===== src/rtl/ifmap_status_ring_if.sv =====
// rtl/ifmap_status_ring_if.sv - write/release/read bundle for the IFMap status ring
interface ifmap_status_ring_if #(
    parameter int ADDR_WIDTH = 4,
    parameter int CNT_WIDTH  = 5
);
    logic                  wr_valid;
    logic [1:0]            wr_tag;
    logic                  wr_ready;
    logic [ADDR_WIDTH-1:0] wr_ptr;
    logic                  rel_valid;
    logic                  rel_ready;
    logic [ADDR_WIDTH-1:0] head_ptr;
    logic [1:0]            head_status;
    logic [ADDR_WIDTH-1:0] rd_addr;
    logic [1:0]            rd_status;
    logic                  rd_empty;
    logic [CNT_WIDTH-1:0]  occupancy;
    logic [CNT_WIDTH-1:0]  win_count;
    logic                  empty;
    logic                  full;
    logic                  err;

    modport master (
        output wr_valid, wr_tag, rel_valid, rd_addr,
        input  wr_ready, wr_ptr, rel_ready, head_ptr, head_status,
               rd_status, rd_empty, occupancy, win_count, empty, full, err
    );

    modport slave (
        input  wr_valid, wr_tag, rel_valid, rd_addr,
        output wr_ready, wr_ptr, rel_ready, head_ptr, head_status,
               rd_status, rd_empty, occupancy, win_count, empty, full, err
    );
endinterface


===== src/rtl/ifmap_status_ring.sv =====
// rtl/ifmap_status_ring.sv - circular window-tag tracker for the IFMap scratchpad
module ifmap_status_ring #(
    parameter int DEPTH      = 16,
    parameter int ADDR_WIDTH = $clog2(DEPTH),
    parameter int CNT_WIDTH  = $clog2(DEPTH+1)
) (
    input  logic                clk,
    input  logic                rst_n,
    ifmap_status_ring_if.slave  bus
);
    localparam logic [1:0] TAG_EMPTY = 2'b00;
    localparam logic [1:0] TAG_END   = 2'b10;
    localparam logic [ADDR_WIDTH-1:0] LAST_IDX = ADDR_WIDTH'(DEPTH - 1);
    localparam logic [ADDR_WIDTH:0]   DEPTH_W  = (ADDR_WIDTH + 1)'(DEPTH);
    localparam logic [CNT_WIDTH-1:0]  DEPTH_C  = CNT_WIDTH'(DEPTH);

    typedef enum logic {IDLE, CLEAR} state_t;

    state_t                state_q, state_d;
    logic [1:0]            mem [DEPTH];
    logic [ADDR_WIDTH-1:0] wr_ptr_q, head_ptr_q;
    logic [CNT_WIDTH-1:0]  occ_q, win_q;
    logic                  err_q;

    logic       wr_ready_i, rel_ready_i;
    logic       wr_fire, rel_fire, clr_en, clr_end, err_set;
    logic [1:0] head_tag;

    // Wrap by compare so non-power-of-two depths never visit unused indices.
    function automatic logic [ADDR_WIDTH-1:0] next_ptr(input logic [ADDR_WIDTH-1:0] p);
        return (p == LAST_IDX) ? '0 : p + 1'b1;
    endfunction

    assign head_tag   = mem[head_ptr_q];
    assign wr_ready_i = (mem[wr_ptr_q] == TAG_EMPTY);

    always_comb begin
        state_d     = state_q;
        rel_ready_i = (state_q == IDLE) && (win_q != '0);
        wr_fire     = bus.wr_valid && wr_ready_i && (bus.wr_tag != TAG_EMPTY);
        rel_fire    = bus.rel_valid && rel_ready_i;
        clr_en      = rel_fire || (state_q == CLEAR);
        clr_end     = clr_en && (head_tag == TAG_END);
        err_set     = (bus.wr_valid && (bus.wr_tag == TAG_EMPTY)) ||
                      (bus.rel_valid && (state_q == IDLE) && (win_q == '0));
        case (state_q)
            IDLE:    if (rel_fire && !clr_end) state_d = CLEAR;
            CLEAR:   if (clr_end)              state_d = IDLE;
            default: state_d = IDLE;
        endcase
    end

    always_ff @(posedge clk or negedge rst_n) begin
        if (!rst_n) begin
            for (int i = 0; i < DEPTH; i++) mem[i] <= TAG_EMPTY;
        end else begin
            // Write slot is always EMPTY and the clear slot always occupied, so they never alias.
            if (clr_en)  mem[head_ptr_q] <= TAG_EMPTY;
            if (wr_fire) mem[wr_ptr_q]   <= bus.wr_tag;
        end
    end

    always_ff @(posedge clk or negedge rst_n) begin
        if (!rst_n) begin
            state_q    <= IDLE;
            wr_ptr_q   <= '0;
            head_ptr_q <= '0;
            occ_q      <= '0;
            win_q      <= '0;
            err_q      <= 1'b0;
        end else begin
            state_q <= state_d;
            if (wr_fire) wr_ptr_q   <= next_ptr(wr_ptr_q);
            if (clr_en)  head_ptr_q <= next_ptr(head_ptr_q);
            occ_q <= occ_q + CNT_WIDTH'(wr_fire) - CNT_WIDTH'(clr_en);
            win_q <= win_q + CNT_WIDTH'(wr_fire && (bus.wr_tag == TAG_END)) - CNT_WIDTH'(clr_end);
            if (err_set) err_q <= 1'b1;
        end
    end

    assign bus.wr_ready    = wr_ready_i;
    assign bus.wr_ptr      = wr_ptr_q;
    assign bus.rel_ready   = rel_ready_i;
    assign bus.head_ptr    = head_ptr_q;
    assign bus.head_status = head_tag;
    assign bus.rd_status   = ({1'b0, bus.rd_addr} < DEPTH_W) ? mem[bus.rd_addr] : TAG_EMPTY;
    assign bus.rd_empty    = (bus.rd_status == TAG_EMPTY);
    assign bus.occupancy   = occ_q;
    assign bus.win_count   = win_q;
    assign bus.empty       = (occ_q == '0);
    assign bus.full        = (occ_q == DEPTH_C);
    assign bus.err         = err_q;
endmodule


===== src/flat_wrapper.sv =====
// flat-port wrapper written by rule: the top's interface ports become plain ports
module ifmap_status_ring_flat 
#(
    parameter int DEPTH      = 16,
    parameter int ADDR_WIDTH = $clog2(DEPTH),
    parameter int CNT_WIDTH  = $clog2(DEPTH+1)
)
  (clk, rst_n, bus_wr_valid, bus_wr_tag, bus_rel_valid, bus_rd_addr, bus_wr_ready, bus_wr_ptr, bus_rel_ready, bus_head_ptr, bus_head_status, bus_rd_status, bus_rd_empty, bus_occupancy, bus_win_count, bus_empty, bus_full, bus_err);
  ifmap_status_ring_if #(.ADDR_WIDTH(ADDR_WIDTH), .CNT_WIDTH(CNT_WIDTH)) bus_i ();
  input  logic clk;
  input  logic rst_n;
  input wire logic [$bits(bus_i.wr_valid)-1:0] bus_wr_valid;
  input wire logic [$bits(bus_i.wr_tag)-1:0] bus_wr_tag;
  input wire logic [$bits(bus_i.rel_valid)-1:0] bus_rel_valid;
  input wire logic [$bits(bus_i.rd_addr)-1:0] bus_rd_addr;
  output wire logic [$bits(bus_i.wr_ready)-1:0] bus_wr_ready;
  output wire logic [$bits(bus_i.wr_ptr)-1:0] bus_wr_ptr;
  output wire logic [$bits(bus_i.rel_ready)-1:0] bus_rel_ready;
  output wire logic [$bits(bus_i.head_ptr)-1:0] bus_head_ptr;
  output wire logic [$bits(bus_i.head_status)-1:0] bus_head_status;
  output wire logic [$bits(bus_i.rd_status)-1:0] bus_rd_status;
  output wire logic [$bits(bus_i.rd_empty)-1:0] bus_rd_empty;
  output wire logic [$bits(bus_i.occupancy)-1:0] bus_occupancy;
  output wire logic [$bits(bus_i.win_count)-1:0] bus_win_count;
  output wire logic [$bits(bus_i.empty)-1:0] bus_empty;
  output wire logic [$bits(bus_i.full)-1:0] bus_full;
  output wire logic [$bits(bus_i.err)-1:0] bus_err;
  assign bus_i.wr_valid = bus_wr_valid;
  assign bus_i.wr_tag = bus_wr_tag;
  assign bus_i.rel_valid = bus_rel_valid;
  assign bus_i.rd_addr = bus_rd_addr;
  assign bus_wr_ready = bus_i.wr_ready;
  assign bus_wr_ptr = bus_i.wr_ptr;
  assign bus_rel_ready = bus_i.rel_ready;
  assign bus_head_ptr = bus_i.head_ptr;
  assign bus_head_status = bus_i.head_status;
  assign bus_rd_status = bus_i.rd_status;
  assign bus_rd_empty = bus_i.rd_empty;
  assign bus_occupancy = bus_i.occupancy;
  assign bus_win_count = bus_i.win_count;
  assign bus_empty = bus_i.empty;
  assign bus_full = bus_i.full;
  assign bus_err = bus_i.err;
  ifmap_status_ring #(.DEPTH(DEPTH), .ADDR_WIDTH(ADDR_WIDTH), .CNT_WIDTH(CNT_WIDTH)) u_core (.clk(clk), .rst_n(rst_n), .bus(bus_i));
endmodule

===== config.mk =====
export PLATFORM = sky130hd
export DESIGN_NAME = ifmap_status_ring_flat
export DESIGN_NICKNAME = d
export VERILOG_FILES = /design/src/rtl/ifmap_status_ring_if.sv /design/src/rtl/ifmap_status_ring.sv /design/src/flat_wrapper.sv
export SDC_FILE = /design/constraint.sdc
export NUM_CORES = 1
export LEC_CHECK = 0
export CORE_MARGIN = 8
export CORE_UTILIZATION = 60
export CTS_CLUSTER_DIAMETER = 150
export CTS_CLUSTER_SIZE = 16
export DETAILED_ROUTE_END_ITERATION = 7
export DONT_BUFFER_PORTS = 1
export PLACE_DENSITY = 0.76
export SLEW_MARGIN = 20
export SYNTH_ARGS = -nofsm -noshare
export SYNTH_HDL_FRONTEND = slang
export SYNTH_SLANG_ARGS = --single-unit
export TNS_END_PERCENT = 100

===== constraint.sdc =====
create_clock -name clk -period 4.95 [get_ports clk]
set_input_delay 0.7425 -clock clk [delete_from_list [all_inputs] [get_ports clk]]
set_output_delay 0.7425 -clock clk [all_outputs]
set_load 0.005 [all_outputs]

==> flow_metrics.tcl, run 1 <==
set metrics [dict create \
    outcome "finished, final reports clean" \
    die_h_um 91.4 \
    cts_setup_buffers 0 \
    design.portCount 38 \
    hp-class "primary input to asynchronous set/reset pin" \
    nets 332 \
    p_leak_nw 1.62 \
    grt_max_degree 53 \
    cts.path.max_buffers 2 \
    use_met2 0.327 \
    ys_async_sr_fraction 1.00 \
    r2r_slack_ps 1430 \
    yosys.cell_count.top_type "dfrtp_1" \
    drt-wirelength-per-cell_um 22.5 \
    grt_pass1_vias 2503 \
    grt.busiest_layer "met2" \
    ys_warn_count 0 \
    ctsResizeCount 0 \
    grt_setup_unrepaired "false" \
    p_total_mw 2.32 \
    drt_iter0_markers 202 \
    crit_required_ps 5180 \
    setup_ws_ps 1430 \
    max_slew.worst_pin.slew_ps 703 \
    post-route-util 0.643 \
    core.rowCount 27 \
    die_area_um2 8360 \
    synth_top_area_cell "dfrtp_1" \
    worstSetupEndpointType "flip-flop" \
    syn_nets 339 \
    grt.overflow.total 0 \
    power.density_nw_per_um2 656 \
    antenna_found_initial 0 \
    avgSynthCellArea_um2 11.1 \
    r2r-start "u_core.bus.head_ptr[0]" \
    synthToLayoutAreaGrowth_pct 3.70 \
    crit_path_end "u_core.bus.win_count[4]" \
    clock-sinks 52 \
    htreeDepth 2 \
    period_minus_slack_ps 3520 \
    totalNegativeSetupSlack_ps 0 \
    clock-skew-final_ps 10.8 \
    path_max_fanout 13 \
    synth-seq-cells 52 \
    io_buffers 0 \
    vias 2534 \
    dr.pass1.iters 5 \
    gp_congestion 0.925 \
    r2r_end "u_core.bus.win_count[4]" \
    netlist-cell-type-count 39 \
    initial_core_util 0.620 \
    finalHoldViolations 0 \
    root_buffer "clkbuf_8" \
    core_um2 5510 \
    instances_no_fill 373 \
    grt_use_met3 0.0576 \
    maxSlewViolCount 0 \
    drive_gt1_frac 0.120 \
    die_x_um 91.4 \
    antenna_left 0 \
    period_share 0.712 \
    path_clk_slew_ps 100 \
    max_clock_freq_mhz 284 \
    crit_path_start "u_core.bus.head_ptr[0]" \
    grt_use_met1 0.254 \
    startpoint_type "flip-flop" \
    drc 0 \
    synth_area_leaders "dfrtp_1, mux4_2, mux2i_1" \
    post_drt_via_cell_ratio 6.79 \
    yosysSeqAreaShare 0.381 \
    cap_violations 0 \
    numPlacedInstances 365 \
    numCtsBuffers 5 \
    yosys-top-cells-count "dfrtp_1, mux2i_1, mux4_2" \
    cts_hold_buffers 0 \
    nFillCells 453 \
    n_antenna_cell 0 \
    max_slew_margin 0.532 \
    grt_pass1_wl_um 13600 \
    crit_type "flip-flop to flip-flop" \
    vdd_ir_drop_max_mv 0.319 \
    synth_cells 307 \
    syn_area_um2 3410 \
    reg2regPathDepth 11 \
    totalWireLength_um 8390 \
    synth_top_area_share 0.381 \
    pre_cts_ws_ps 1400 \
    synthFlopType "dfrtp_1" \
    dp_hpwl_um 6140 \
    clkLatencyLatePin_ps 310 \
    setup_viol 0 \
    cts_tree "yes" \
    arrival_ps 3760 \
    gr-usage-all-layers 0.204 \
    synth_enable_flop_cells 0 \
]
-- cell type report --
type | count | area, µm² | area share
Tap cell | 72 | 90.1 | 0.0255
Sequential cell | 52 | 1300 | 0.368
Multi-Input combinational cell | 217 | 1970 | 0.556
Clock buffer | 8 | 90.1 | 0.0255
Inverter | 24 | 90.1 | 0.0255
-- flip-flops by register name, indices dropped and copies added, names as in the netlist --
register and count:
u_core.bus.err 1, u_core.mem 32, u_core.bus.head_ptr 4, u_core.bus.win_count 5, u_core.bus.occupancy 5, u_core.state_q 1, u_core.bus.wr_ptr 4
-- worst min path at each step --
stage | from | to | slack, ps | cells past startpoint
3_5_place_dp | rst_n | u_core.bus.wr_ptr[3] | 450 | 0
2_1_floorplan | rst_n | u_core.bus.err | 450 | 0
3_3_place_gp | rst_n | u_core.bus.wr_ptr[3] | 450 | 0
4_1_cts | rst_n | u_core.bus.wr_ptr[3] | 110 | 0
6_report | rst_n | u_core.mem[20] | 110 | 0
5_1_grt | rst_n | u_core.bus.wr_ptr[2] | 100 | 0
-- critical path, cell delays in order, from the launching register on --
cell,delay (ps)
dfrtp_1,760
mux4_2,590
mux4_2,540
and3_1,200
ha_1,260
inv_1,40
ha_1,220
fa_1,400
a21oi_1,160
nor2_1,50
nor2_1,110
xnor2_1,120
-- through the flow --
step / area (µm²) / hold slack [ps]
2_1_floorplan: 3410 / 447
3_3_place_gp: 3450 / 448
3_5_place_dp: 3450 / 449
4_1_cts: 3540 / 113
5_1_grt: 3540 / 102
6_report: 3540 / 110
-- cells in the final DEF, fill, tap and decap left out, types with 2 or more instances in the layout --
master | Yosys | routed
clkbuf_8 | 0 | 6
fa_1 | 2 | 2
nor2b_1 | 3 | 3
nand2b_1 | 2 | 2
a21oi_1 | 6 | 6
clkinv_1 | 3 | 3
nor2_1 | 22 | 22
dfrtp_1 | 52 | 52
nor3_1 | 4 | 4
xnor2_1 | 7 | 7
clkbuf_1 | 11 | 2
mux4_2 | 25 | 25
o21ai_0 | 21 | 21
nor3b_1 | 2 | 2
nand4_1 | 7 | 7
and4_1 | 3 | 3
inv_2 | 2 | 2
mux2i_1 | 33 | 33
inv_1 | 19 | 19
a21o_1 | 4 | 4
o31ai_1 | 2 | 2
ha_1 | 20 | 20
mux2_1 | 2 | 2
nand4b_1 | 4 | 4
mux2_2 | 2 | 2
nand2_1 | 23 | 23
nand3_1 | 10 | 10
xor2_1 | 3 | 3
-- power by group --
| part | internal [mW] | switching [mW] | leakage (nW) |
|---|---|---|---|
| combinational | 0.555 | 0.602 | 0.912 |
| sequential | 0.601 | 0.310 | 0.664 |
| clock | 0.114 | 0.139 | 0.0455 |
| total | 1.27 | 1.05 | 1.62 |
-- kinds of logic (layout without fill, tap and decap cells) --
| logic type | count (synthesis) | count (layout) | share of synthesized area |
|---|---|---|---|
| fa+ha+maj | 22 | 22 | 0.0851 |
| flops | 52 | 52 | 0.381 |
| buf+inv | 38 | 32 | 0.0422 |
| simple gates | 85 | 85 | 0.125 |
| mux | 62 | 62 | 0.275 |
| xor+xnor | 10 | 10 | 0.0257 |
| compound gates | 38 | 38 | 0.0653 |
-- layer usage --
metal | routed length, µm | vias to the layer above | share of wire
met4 | 278 | 0 | 0.033
met1 | 3330 | 1267 | 0.40
met3 | 811 | 22 | 0.097
met5 | 0 | - | 0
met2 | 3970 | 147 | 0.47
li1 | - | 1098 | -
Note: power is estimated with default switching activity, not from simulation.
==> run 2: changes to the inputs <==
--- a/config.mk
+++ b/config.mk
@@ -5,13 +5,14 @@
 export SDC_FILE = /design/constraint.sdc
 export NUM_CORES = 1
 export LEC_CHECK = 0
+export ABC_AREA = 1
 export CORE_MARGIN = 8
-export CORE_UTILIZATION = 60
+export CORE_UTILIZATION = 59
 export CTS_CLUSTER_DIAMETER = 150
 export CTS_CLUSTER_SIZE = 16
 export DETAILED_ROUTE_END_ITERATION = 7
 export DONT_BUFFER_PORTS = 1
-export PLACE_DENSITY = 0.76
+export PLACE_DENSITY = 0.78
 export SLEW_MARGIN = 20
 export SYNTH_ARGS = -nofsm -noshare
 export SYNTH_HDL_FRONTEND = slang
==> constraint.sdc (replaced) <==
create_clock -name clk -period 3.15 [get_ports clk]
set_input_delay 0.4725 -clock clk [delete_from_list [all_inputs] [get_ports clk]]
set_output_delay 0.4725 -clock clk [all_outputs]
set_load 0.005 [all_outputs]
==> flow_metrics.tcl, run 2 <==
set metrics [dict create \
    largest_reg_flops 32 \
    io_buffers 0 \
    grt_pass1_vias 4820 \
    cts_setup_buffers 0 \
    synth_top_area_cell "dfrtp_1" \
    avgSynthCellArea_um2 5.89 \
    maxSlewViolCount 0 \
    cts_tree "yes" \
    die_area_um2 11400 \
    totalWireLength_um 15000 \
    gr-usage-all-layers 0.267 \
    numCtsBuffers 5 \
    hold_slack_ps 281 \
    worstHoldStart "bus_wr_valid" \
    syn_nets 855 \
    ctsResizeCount 0 \
    grt_pass1_wl_um 24800 \
    clock-sinks 52 \
    grt_max_degree 53 \
    whs_endpoint "u_core.bus.err" \
    drt-wirelength-per-cell_um 16.5 \
    outcome "finished, final reports clean" \
    synth-seq-cells 52 \
    drc 0 \
    totalNegativeSetupSlack_ps 0 \
    period_share 0.904 \
    crit_type "flip-flop to flip-flop" \
    synthAdderAreaFrac 0.0599 \
    max_clock_freq_mhz 351 \
    arrival_ps 3100 \
    path_max_fanout 9 \
    worstSetupEndpointType "flip-flop" \
    clock-skew-final_ps 13.6 \
    cap_violations 0 \
    synthFlopType "dfrtp_1" \
    dp_hpwl_um 10500 \
    netlist-cell-type-count 21 \
    core_um2 8090 \
    synth_top_family_by_area "simple AND/OR/NAND/NOR gates" \
    syn_area_um2 4840 \
    post-route-util 0.624 \
    dr.pass1.iters 6 \
    startpoint_type "flip-flop" \
    nFillCells 823 \
    yosys.cell_count.top_type "nand2_1" \
    layout_common_cells "nand2_1, inv_1, nand3_1, dfrtp_1, o21ai_0" \
    root_buffer "clkbuf_8" \
    r2r-start "u_core.bus.head_ptr[2]" \
    ys_async_sr_fraction 1.00 \
    synth_area_leaders "dfrtp_1, nand2_1, inv_1" \
    r2r_end "u_core.bus.win_count[4]" \
    period_minus_slack_ps 2850 \
    setup_viol 0 \
    gp_congestion 0.945 \
    mostFrequentLayoutCell "nand2_1" \
    grt_setup_unrepaired "false" \
    nets 839 \
    n_antenna_cell 0 \
    core.rowCount 33 \
    synth_top_area_share 0.269 \
    clkLatencyLatePin_ps 320 \
    design.portCount 38 \
    crit_required_ps 3400 \
    yosysSeqAreaShare 0.269 \
    antenna_found_initial 0 \
    synthToLayoutAreaGrowth_pct 4.21 \
    antenna_left 0 \
    synth.area.mux_share 0 \
    ys_warn_count 0 \
    htreeDepth 2 \
    multiInputGateArea_um2 2870 \
    max_slew.worst_pin.slew_ps 468 \
    die_x_um 107 \
    r2r_slack_ps 300 \
    regMostFlops "u_core.mem" \
    seqCellArea_um2 1300 \
    hold_depth 2 \
    p_leak_nw 2.98 \
    vias 5241 \
    reg2regPathDepth 15 \
    vdd_ir_drop_max_mv 0.560 \
    power.density_nw_per_um2 986 \
    die_h_um 107 \
    synth_cells 823 \
    hp-class "primary input to flip-flop" \
    path_clk_slew_ps 110 \
    drt_iter0_markers 450 \
    initial_core_util 0.599 \
    drive_gt1_frac 0.0396 \
    post_drt_via_cell_ratio 5.74 \
    yosys.area_share.simple 0.410 \
    synth-xor-area-share 0.0181 \
    yosys-top-cells-count "nand2_1, inv_1, nand3_1" \
    synth_compound_area_frac 0.104 \
    max_slew_margin 0.688 \
    cts.path.max_buffers 2 \
    grt.overflow.total 0 \
    finalHoldViolations 0 \
    synth_enable_flop_cells 0 \
]
-- run 2: cell count changes in the layout (fill, tap and decap cells not counted), moves of 5 or more --
cell      previous run  this run
a21oi_1              6        33
xor2_1               3         8
xnor2_1              7         2
inv_1               19       118
mux2i_1             33         0
nand2_1             23       334
mux4_2              25         0
nand4_1              7        39
o21ai_0             21        51
buf_4                0        18
o211ai_1             0        11
nor2_1              22        40
nand3_1             10        64
-- run 2: routing by layer --
layer / wire length [µm] / GRT usage / vias to the layer above
li1: - / - / 2553
met1: 6410 / 0.365 / 2405
met2: 6790 / 0.419 / 264
met3: 1610 / 0.0522 / 19
met4: 242 / 0.0794 / 0
met5: 0 / 0 / -
-- run 2: worst max-delay path by stage --
stage                                      start                       to  slack, ps  depth (start not counted)
after global placement    u_core.bus.head_ptr[2]  u_core.bus.win_count[4]        420                         15
after detailed placement  u_core.bus.head_ptr[2]  u_core.bus.win_count[4]        350                         15
after global routing      u_core.bus.head_ptr[0]  u_core.bus.win_count[4]          5                         16
final                     u_core.bus.head_ptr[2]  u_core.bus.win_count[4]        300                         15
after floorplan           u_core.bus.head_ptr[0]  u_core.bus.win_count[4]        380                         17
after CTS                 u_core.bus.head_ptr[2]  u_core.bus.win_count[4]        330                         15
-- run 2: per-stage QoR --
| step | area (µm²) | cells | setup WS [ps] | total power, mW |
|---|---|---|---|---|
| 2_1_floorplan | 4840 | 823 | 383 | 3.56 |
| 3_3_place_gp | 4890 | 903 | 418 | 4.26 |
| 3_5_place_dp | 4890 | 903 | 348 | 4.38 |
| 4_1_cts | 5040 | 912 | 329 | 4.92 |
| 5_1_grt | 5050 | 913 | 5.33 | 5.43 |
| 6_report | 5050 | 913 | 301 | 4.98 |
-- run 2: area by class of cell --
type                    instances  area share
clock buffers                   6      0.0164
flip-flops and latches         52       0.258
clock inverters                 2     0.00768
inverters                     121      0.0900
repair buffers                 20      0.0342
multi-input cells             607       0.568
well taps                     105      0.0260
-- run 2: logic make-up (layout without fill, tap and decap cells) --
family,count (synthesis),in the layout
xor+xnor,10,10
flops,52,52
buf+inv,164,149
fa+ha+maj,22,22
simple gates,480,480
compound gates,95,95
-- run 2: power breakdown --
| group | switching (mW) | total, mW | internal, mW |
|---|---|---|---|
| clock network | 0.247 | 0.507 | 0.260 |
| registers | 0.312 | 1.24 | 0.932 |
| logic | 2.21 | 3.23 | 1.01 |
-- run 2: critical path: stages, from the launching register on --
cell     delay (ps)
dfrtp_1         450
inv_1           110
nand2_1         310
inv_1           120
nand2_1          80
nand4_1         130
nand2_1         110
nor2_1           60
ha_1            260
inv_1            40
ha_1            220
fa_1            410
a21oi_1         160
nor2_1           50
nor2_1          100
xor2_1          160
-- run 2: repair_timing --
item	4_1_cts	5_1_grt
setup endpoints to repair	0	0
hold buffers	1	1
endpoints found under the hold margin	52	3
==> run 3: changes to the inputs <==
==> constraint.sdc (replaced) <==
create_clock -name clk -period 3.15 [get_ports clk]
set_input_delay 0.1575 -clock clk [delete_from_list [all_inputs] [get_ports clk]]
set_output_delay 0.1575 -clock clk [all_outputs]
set_load 0.005 [all_outputs]
==> flow_metrics.tcl, run 3 (synthesis gave the netlist of run 2 again) <==
set metrics [dict create \
    crit_type "flip-flop to flip-flop" \
    initial_core_util 0.599 \
    clock-sinks 52 \
    mostFrequentLayoutCell "nand2_1" \
    core_um2 8090 \
    path_clk_slew_ps 110 \
    die_h_um 107 \
    finalHoldViolations 0 \
    hold_depth 4 \
    hp-class "primary input to flip-flop" \
    outcome "finished, final reports clean" \
    die_area_um2 11400 \
    period_share 0.916 \
    drc 0 \
    startpoint_type "flip-flop" \
    crit_required_ps 3390 \
    die_x_um 107 \
    worstHoldStart "bus_wr_tag[0]" \
    cts_tree "yes" \
    grt_pass1_wl_um 24700 \
    antenna_left 0 \
    core.rowCount 33 \
    max_slew_margin 0.711 \
    critPathBufInv 2 \
    pre_cts_ws_ps 340 \
    nets 842 \
    cts.path.max_buffers 2 \
    clkLatencyLatePin_ps 320 \
    dp_hpwl_um 10300 \
    grt_setup_unrepaired "false" \
    power.density_nw_per_um2 978 \
    path_max_fanout 16 \
    clock-skew-final_ps 14.4 \
    synthToLayoutAreaGrowth_pct 4.78 \
    gr-usage-all-layers 0.266 \
    htreeDepth 2 \
    post-route-util 0.627 \
    cp_common_cell "nand2_1" \
    placed_area_um2 4900 \
    regMostFlops "u_core.mem" \
    ctsResizeCount 0 \
    worstSetupEndpointType "flip-flop" \
    setup_ws_ps 265 \
    grt_pass1_vias 4864 \
    setup_viol 0 \
    vias 5260 \
    slowest_delay_ps 600 \
    drive_gt1_frac 0.0407 \
    grt.busiest_layer "met2" \
    grt_use_met1 0.369 \
    period_minus_slack_ps 2890 \
    slowest_stage "dfrtp_1" \
    maxSlewViolCount 0 \
    layout_common_cells "nand2_1, inv_1, nand3_1, dfrtp_1, o21ai_0" \
    path_depth 16 \
    r2r-start "u_core.bus.wr_ptr[0]" \
    antenna_found_initial 0 \
    grt_use_met3 0.0462 \
    largest_reg_flops 32 \
    p_leak_nw 2.99 \
    gp_congestion 0.953 \
    arrival_ps 3130 \
    dr.pass1.iters 5 \
    reg2regPathDepth 16 \
    totalWireLength_um 14800 \
    use_met2 0.410 \
    cp_cell_sequence "inv_2 > nand2_1 > nand3_1 > nand2_1 > nand2_1 > nand2_1 > nor2_2 > nand3_1 > buf_4 > nor2_1 > ha_1 > fa_1 > a21oi_1 > nor2_1 > nor2_1 > xor2_1" \
    fin_area_um2 5080 \
    p_total_mw 4.96 \
    root_buffer "clkbuf_8" \
    cp_top_family "simple AND/OR/NAND/NOR gates" \
    max_slew.worst_pin.slew_ps 433 \
    grt.overflow.total 0 \
    numCtsBuffers 5 \
    totalNegativeSetupSlack_ps 0 \
    vdd_ir_drop_max_mv 0.616 \
    n_antenna_cell 0 \
    crit_path_start "u_core.bus.wr_ptr[0]" \
    drt_iter0_markers 461 \
    max_clock_freq_mhz 347 \
    cap_violations 0 \
    post_drt_via_cell_ratio 5.74 \
    design.portCount 38 \
    grt_max_degree 53 \
    io_buffers 0 \
    drt-wirelength-per-cell_um 16.2 \
]
-- run 3: area by class of cell --
cell class | instances | area [µm²]
fill | 797 | 3020
multi-input combinational | 607 | 2870
sequential | 52 | 1300
inverter | 121 | 454
timing repair buffer | 23 | 200
tap | 105 | 131
clock buffer | 6 | 82.6
clock inverter | 2 | 38.8
-- run 3: worst reg2reg max path, delay by kind of cell (launching register included) --
kind / cells / cell delay, ps
compound gates: 1 / 170
simple gates: 10 / 810
buf+inv: 2 / 430
fa+ha+maj: 2 / 620
xor+xnor: 1 / 180
flops: 1 / 600
-- run 3: what timing repair did --
action,CTS,global route
hold buffers,4,0
hold endpoints to repair,53,0
buffers inserted,0,0
-- run 3: final timing paths --
| path | endpoint | slack (ps) |
|---|---|---|
| max in group asynchronous | u_core.bus.wr_ptr[1] | 2550 |
| min reg2reg | u_core.bus.head_ptr[3] | 650 |
| max | u_core.bus.win_count[4] | 260 |
| max reg2reg | u_core.bus.win_count[4] | 260 |
| min | u_core.mem[12] | 60 |
| min in group asynchronous | u_core.mem[30] | 340 |
-- run 3: report_power, final --
group | internal, mW | total (mW) | switching [mW]
clock network | 0.261 | 0.512 | 0.251
logic | 1.02 | 3.19 | 2.17
registers | 0.931 | 1.26 | 0.333
total | 2.21 | 4.96 | 2.75
-- run 3: per-layer routing --
metal | routed length (µm) | share of wire | vias to the layer above
met5 | 0 | 0 | -
met3 | 1570 | 0.11 | 19
met4 | 248 | 0.017 | 0
met1 | 6370 | 0.43 | 2423
met2 | 6620 | 0.45 | 272
li1 | - | - | 2546
-- run 3: stage by stage --
step / std cells / hold WS, ps
6_report: 916 / 55.2
5_1_grt: 916 / 71.6
2_1_floorplan: 823 / -138
4_1_cts: 916 / 55.3
3_5_place_dp: 904 / -136
3_3_place_gp: 904 / -136
